File: src/rtl/assist_pkg.sv
// Shared types and widths for the assist motor-control blocks (driver, telemetry, probes).
package assist_pkg;

  localparam int unsigned ASSIST_W = 13;
  localparam int unsigned DUTY_W   = 12;

  typedef enum logic [1:0] {
    IDLE  = 2'd0,
    RAMP  = 2'd1,
    HOLD  = 2'd2,
    BRAKE = 2'd3
  } drv_state_t;

endpackage

File: src/rtl/assist_pwm_driver_if.sv
// Bundle between the assistance calculator / half-bridge side and the PWM driver.
interface assist_pwm_driver_if;

  logic [assist_pkg::ASSIST_W-1:0] assist_req;
  logic                            brake;
  logic                            pwm_out;
  logic [assist_pkg::DUTY_W-1:0]   duty;
  logic                            period_stb;
  assist_pkg::drv_state_t          drv_state;

  modport master (
    output assist_req, brake,
    input  pwm_out, duty, period_stb, drv_state
  );

  modport slave (
    input  assist_req, brake,
    output pwm_out, duty, period_stb, drv_state
  );

endinterface

File: src/rtl/assist_slew_limiter.sv
// Combinational next-duty: steps duty toward tgt by at most RAMP_UP / RAMP_DOWN counts.
module assist_slew_limiter
  import assist_pkg::*;
#(
  parameter int unsigned RAMP_UP   = 8,
  parameter int unsigned RAMP_DOWN = 64
) (
  input  logic [DUTY_W-1:0] duty,
  input  logic [DUTY_W-1:0] tgt,
  output logic [DUTY_W-1:0] duty_nxt
);

  localparam int unsigned SW = DUTY_W + 1;

  logic [SW-1:0] d, t, diff, step;

  // One spare bit keeps the difference exact, so the step never overshoots tgt or wraps below 0.
  always_comb begin
    d        = {1'b0, duty};
    t        = {1'b0, tgt};
    diff     = '0;
    step     = '0;
    duty_nxt = duty;
    if (t > d) begin
      diff     = t - d;
      step     = (diff > SW'(RAMP_UP)) ? SW'(RAMP_UP) : diff;
      duty_nxt = DUTY_W'(d + step);
    end else if (t < d) begin
      diff     = d - t;
      step     = (diff > SW'(RAMP_DOWN)) ? SW'(RAMP_DOWN) : diff;
      duty_nxt = DUTY_W'(d - step);
    end
  end

endmodule

File: src/rtl/assist_pwm_driver.sv
// Assist motor PWM driver: period counter, slew-limited duty, brake shutdown with re-arm holdoff.
// Optional ASSIST_FILTER_EN: target is the mean of the last 4 sampled targets.
module assist_pwm_driver
  import assist_pkg::*;
#(
  parameter int unsigned PWM_PERIOD  = 2500,
  parameter int unsigned RAMP_UP     = 8,
  parameter int unsigned RAMP_DOWN   = 64,
  parameter int unsigned HOLDOFF_PER = 200
) (
  input  logic                clk,
  input  logic                rst,
  assist_pwm_driver_if.slave  bus
);

  localparam logic [DUTY_W-1:0] PERIOD_C  = DUTY_W'(PWM_PERIOD);
  localparam logic [DUTY_W-1:0] LAST_C    = DUTY_W'(PWM_PERIOD - 1);
  localparam logic [15:0]       HOLD_LAST = 16'(HOLDOFF_PER - 1);

  logic [DUTY_W-1:0]          cnt, cnt_nxt;
  logic [DUTY_W-1:0]          duty_q, duty_nxt, duty_slew;
  logic [DUTY_W-1:0]          tgt_raw, tgt;
  logic [ASSIST_W+DUTY_W-1:0] prod;
  logic                       boundary;
  logic                       brake_m, brake_s;
  logic                       pwm_q, stb_q;
  logic [15:0]                hold_cnt;
  drv_state_t                 state;

  always_comb begin
    boundary = (cnt == LAST_C);
    cnt_nxt  = boundary ? '0 : cnt + 1'b1;
    prod     = {{DUTY_W{1'b0}}, bus.assist_req} * {{ASSIST_W{1'b0}}, PERIOD_C};
    tgt_raw  = DUTY_W'(prod >> ASSIST_W);
    duty_nxt = (boundary && state != BRAKE) ? duty_slew : duty_q;
  end

`ifdef ASSIST_FILTER_EN
  logic [DUTY_W-1:0] hist [3];
  logic [DUTY_W+1:0] fsum;

  // The freshly sampled target counts as the newest of the four averaged values.
  always_comb begin
    fsum = {2'b00, tgt_raw} + {2'b00, hist[0]} + {2'b00, hist[1]} + {2'b00, hist[2]};
    tgt  = DUTY_W'(fsum >> 2);
  end

  always_ff @(posedge clk or posedge rst) begin
    if (rst) begin
      hist <= '{default: '0};
    end else if (brake_s) begin
      hist <= '{default: '0};
    end else if (boundary && state != BRAKE) begin
      hist[2] <= hist[1];
      hist[1] <= hist[0];
      hist[0] <= tgt_raw;
    end
  end
`else
  always_comb tgt = tgt_raw;
`endif

  assist_slew_limiter #(
    .RAMP_UP   (RAMP_UP),
    .RAMP_DOWN (RAMP_DOWN)
  ) u_slew (
    .duty     (duty_q),
    .tgt      (tgt),
    .duty_nxt (duty_slew)
  );

  always_ff @(posedge clk or posedge rst) begin
    if (rst) begin
      cnt      <= '0;
      brake_m  <= 1'b0;
      brake_s  <= 1'b0;
      stb_q    <= 1'b0;
      pwm_q    <= 1'b0;
      duty_q   <= '0;
      hold_cnt <= '0;
      state    <= IDLE;
    end else begin
      brake_m <= bus.brake;
      brake_s <= brake_m;
      cnt     <= cnt_nxt;
      stb_q   <= boundary;
      if (brake_s) begin
        // Brake wins over any boundary update on the same cycle.
        state    <= BRAKE;
        duty_q   <= '0;
        hold_cnt <= '0;
        pwm_q    <= 1'b0;
      end else begin
        if (state == BRAKE) begin
          if (stb_q) begin
            if (hold_cnt == HOLD_LAST) begin
              state    <= IDLE;
              hold_cnt <= '0;
            end else begin
              hold_cnt <= hold_cnt + 16'd1;
            end
          end
        end else if (boundary) begin
          duty_q <= duty_slew;
          if (duty_slew != tgt)      state <= RAMP;
          else if (duty_slew == '0)  state <= IDLE;
          else                       state <= HOLD;
        end
        pwm_q <= (state != BRAKE) && (cnt_nxt < duty_nxt);
      end
    end
  end

  assign bus.pwm_out    = pwm_q;
  assign bus.duty       = duty_q;
  assign bus.period_stb = stb_q;
  assign bus.drv_state  = state;

endmodule
File: src/flat_wrapper.sv
// flat-port wrapper written by rule: the top's interface ports become plain ports
module assist_pwm_driver_flat import assist_pkg::*;
#(
  parameter int unsigned PWM_PERIOD  = 2500,
  parameter int unsigned RAMP_UP     = 8,
  parameter int unsigned RAMP_DOWN   = 64,
  parameter int unsigned HOLDOFF_PER = 200
)
  (clk, rst, bus_assist_req, bus_brake, bus_pwm_out, bus_duty, bus_period_stb, bus_drv_state);
  assist_pwm_driver_if bus_i ();
  input  logic clk;
  input  logic rst;
  input wire logic [$bits(bus_i.assist_req)-1:0] bus_assist_req;
  input wire logic [$bits(bus_i.brake)-1:0] bus_brake;
  output wire logic [$bits(bus_i.pwm_out)-1:0] bus_pwm_out;
  output wire logic [$bits(bus_i.duty)-1:0] bus_duty;
  output wire logic [$bits(bus_i.period_stb)-1:0] bus_period_stb;
  output wire logic [$bits(bus_i.drv_state)-1:0] bus_drv_state;
  assign bus_i.assist_req = bus_assist_req;
  assign bus_i.brake = bus_brake;
  assign bus_pwm_out = bus_i.pwm_out;
  assign bus_duty = bus_i.duty;
  assign bus_period_stb = bus_i.period_stb;
  assign bus_drv_state = bus_i.drv_state;
  assist_pwm_driver #(.PWM_PERIOD(PWM_PERIOD), .RAMP_UP(RAMP_UP), .RAMP_DOWN(RAMP_DOWN), .HOLDOFF_PER(HOLDOFF_PER)) u_core (.clk(clk), .rst(rst), .bus(bus_i));
endmodule
File: config.mk
export PLATFORM = sky130hd
export DESIGN_NAME = assist_pwm_driver_flat
export DESIGN_NICKNAME = d
export VERILOG_FILES = /design/src/rtl/assist_pkg.sv /design/src/rtl/assist_pwm_driver_if.sv /design/src/rtl/assist_slew_limiter.sv /design/src/rtl/assist_pwm_driver.sv /design/src/flat_wrapper.sv
export SDC_FILE = /design/constraint.sdc
export NUM_CORES = 1
export LEC_CHECK = 0
export ABC_AREA = 0
export BUFFER_PORTS_ARGS = -buffer_cell sky130_fd_sc_hd__buf_4
export CAP_MARGIN = 20
export CORE_AREA = 2 2 149 151
export CTS_BUF_LIST = sky130_fd_sc_hd__clkbuf_4
export CTS_CLUSTER_SIZE = 24
export DETAILED_ROUTE_END_ITERATION = 6
export DIE_AREA = 0 0 151 153
export PLACE_DENSITY_LB_ADDON = 0.12
export SLEW_MARGIN = 0
export SYNTH_ARGS = -nofsm -noshare
export SYNTH_HDL_FRONTEND = slang
export SYNTH_HIERARCHICAL = 1
export SYNTH_SLANG_ARGS = --single-unit
File: constraint.sdc
create_clock -name clk -period 6.6 [get_ports clk]
set_input_delay 0.66 -clock clk [delete_from_list [all_inputs] [get_ports clk]]
set_output_delay 0.66 -clock clk [all_outputs]
set_load 0.03 [all_outputs]
==> summary.txt <==
Run status
  – Outcome: complete, but fails checks
  – Failing checks: negative setup slack

STA
  – Minimum clock period: 10.55 ns
  – Final setup margin: -3.947 ns
  – Period utilization: 1.598
  – Final Slew Violations: 0
  – Final hold vios: 0
  – Fmax: 0.09481 GHz
  – RSZ-0062 raised after global routing: true
  – Worst Max-Slew Pin Slew: 0.9286 ns
  – Max-Slew Margin vs Limit: 0.3810
  – Setup TNS: -30.48 ns
  – Final setup viols: 15
  – Clock skew: 0.02016 ns

Route
  – DRT antenna net count: 0
  – Vias/cell: 4.986
  – Routed WL per cell: 15.67 microns
  – Vias: 7,434
  – Final WL: 23.37 mm
  – Number of remaining DRC errors: 0
  – DRT Pass-1 Iters: 6
  – Initial DRC count: 318

CTS
  – Clock Sinks: 46
  – Clk_lat worst skew: 0.37 ns
  – Clock Path Buffers: 2
  – Root buf cell: clkbuf_4
  – Reg clk slew, reported paths: 0.14 ns
  – H-Tree Depth: 2
  – TritonCTS clock tree: built
  – Hold-fix buffers, CTS: 0
  – Num CTS Buffers: 5

Finish
  – Layout cells sized above 1: 0.3823
  – Final net count: 1,372
  – Inserted Diodes: 0
  – Area delta synth->final: 46.42%

Logic synthesis
  – Synth warnings: 6
  – Netlist cell types: 84
  – Commonest cells in the netlist: ha_1, inv_1, a21oi_1, nor2_1, nand2_1
  – Leading post-synthesis cells by cell area: ha_1, dfrtp_1, fa_1
  – Cell count after synthesis: 914
  – Fraction of registers with async set/reset: 1.000
  – Top cell type's share of synthesized area: 0.1948
  – Synth Flop Type: dfrtp_1
  – Synthesized cell area: 7450 sq um
  – Syn_area_per_cell: 8.151 sq um
  – Yosys top cell by area: ha_1
  – Sequential-to-total area share from yosys stat: 0.1545
  – Post-synth EDFFs: 0
  – #FFs+latches synth: 46

Critical path
  – Slowest stage delay, CP: 0.54 ns
  – Setup crit start kind: input port
  – Critical Path Sink Type: flip-flop
  – CP max FO: 4
  – Critical path class: input port to flip-flop
  – Data required, critical path: 6.89 ns
  – Slowest CP cell: fa_1
  – WP data arrival: 10.84 ns

Job
  – Max Cap Viol: 0

Die
  – # IOs: 32
  – Initial Util: 0.3467
  – Core area: 21,490 sq um
  – Die span in x: 151 microns
  – Row cnt: 54
  – Die area: 23,100 sq um
  – Die Ht: 153 microns

Place
  – IO buf count: 31
  – Routability-driven placement congestion ratio: 0.9505
  – Placement Setup Slack: -4.631 ns
  – HPWL Detailed: 19.32 mm

Global routing
  – First-pass GRT wire length: 37.53 mm
  – GRT Total Usage: 0.2043
  – Vias in the first global route: 7,508
  – Total congestion overflow: 0
  – Largest net degree at the start of global routing: 47
  – Initial antenna violation count: 0

Worst hold path
  – Worst Hold Class: input port to async pin
[per-stage QoR]
| stage | area, sq um | hold WS [ns] | instances | util |
|---|---|---|---|---|
| after floorplan | 7692 | 0.3312 | 923 | - |
| after global placement | 9873 | 0.3361 | 1443 | 0.4595 |
| after detailed placement | 9873 | 0.3455 | 1443 | 0.4595 |
| after CTS | 10620 | 0.3694 | 1483 | 0.4944 |
| after global routing | 10910 | 0.1165 | 1491 | 0.5077 |
| final | 10910 | 0.1307 | 1491 | 0.5077 |
[what timing repair did]
action	CTS	global route
buffers inserted	33	7
setup endpoints to repair	15	15
resized for setup	91	46
pin swaps	42	16
[area by class of cell]
cell class | count | area, sq um
Timing Repair Buffer | 313 | 2420
Multi-Input combinational cell | 729 | 6496
Sequential cell | 46 | 1151
Clock buffer | 5 | 37.54
Clock inverter | 2 | 10.01
Fill cell | 2101 | 10580
Tap cell | 280 | 350.3
Inverter | 116 | 442.9
[registers in the layout, indices dropped and copies added (netlist names)]
signal	cells
u_core/hold_cnt	16
u_core/bus.drv_state	2
u_core/bus.duty	12
u_core/bus.period_stb	1
u_core/brake_m	1
u_core/brake_s	1
u_core/cnt	12
u_core/bus.pwm_out	1
[critical path: cells and delay by family]
kind / cells / cell delay (ns)
fa+ha+maj: 8 / 2.81
compound gates: 18 / 2.75
simple gates: 8 / 2.57
buf+inv: 15 / 1.44
xor+xnor: 4 / 0.62
[cell usage in the layout (no fill, tap or decap), types with 9 or more instances in the layout]
| cell type | count |
|---|---|
| xnor2_1 | 21 |
| nor2_1 | 61 |
| a21o_1 | 15 |
| xnor2_2 | 12 |
| o21ai_0 | 33 |
| o21ai_1 | 10 |
| nand2_1 | 53 |
| a21oi_1 | 41 |
| nand2b_1 | 13 |
| nand3_1 | 26 |
| conb_1 | 11 |
| xor2_1 | 27 |
| buf_6 | 10 |
| dfrtp_1 | 46 |
| ha_1 | 101 |
| nand4_1 | 11 |
| nor3_1 | 13 |
| mux2i_1 | 13 |
| buf_4 | 300 |
| fa_1 | 27 |
| nor2b_1 | 10 |
| and3_1 | 11 |
| a21oi_2 | 26 |
| o211ai_1 | 9 |
| inv_1 | 110 |
| ha_4 | 13 |
[cells by family (layout without fill, tap and decap cells)]
kind of cell / after synthesis / after routing / share of synthesized area
other: 2 / 11 / 0.001008
DFF: 46 / 46 / 0.1545
buffers and inverters: 148 / 436 / 0.08851
and+or+nand+nor: 268 / 268 / 0.1863
AOI/OAI and AO/OA: 224 / 224 / 0.1968
muxes: 17 / 17 / 0.02284
xor gates and xnor gates: 64 / 64 / 0.07726
adders and majority gates: 145 / 145 / 0.2728
[final timing paths]
| kind | from | slack, ns | depth (start not counted) | end |
|---|---|---|---|---|
| setup reg to reg | u_core/bus.duty[0] | -0.66 | 31 | u_core/bus.drv_state[1] |
| max in group asynchronous | rst | 6.02 | 3 | u_core/hold_cnt[8] |
| min in group clk | u_core/brake_m | 0.37 | 0 | u_core/brake_s |
| setup / recovery | bus_assist_req[5] | -3.95 | 53 | u_core/bus.drv_state[1] |
| hold reg to reg | u_core/brake_m | 0.37 | 0 | u_core/brake_s |
| hold / removal | rst | 0.13 | 2 | u_core/cnt[3] |
[metal layers]
layer | vias up | global-route usage | routed length [microns]
met5 | - | 0 | 0
li1 | 3787 | - | -
met3 | 34 | 0.01970 | 568
met4 | 0 | 0.04673 | 473
met2 | 106 | 0.3593 | 11780
met1 | 3507 | 0.2692 | 10540
Power is left out: the tool's default activity adds up to more than one toggle a clock period on the data nets, which glitch-free logic cannot reach.
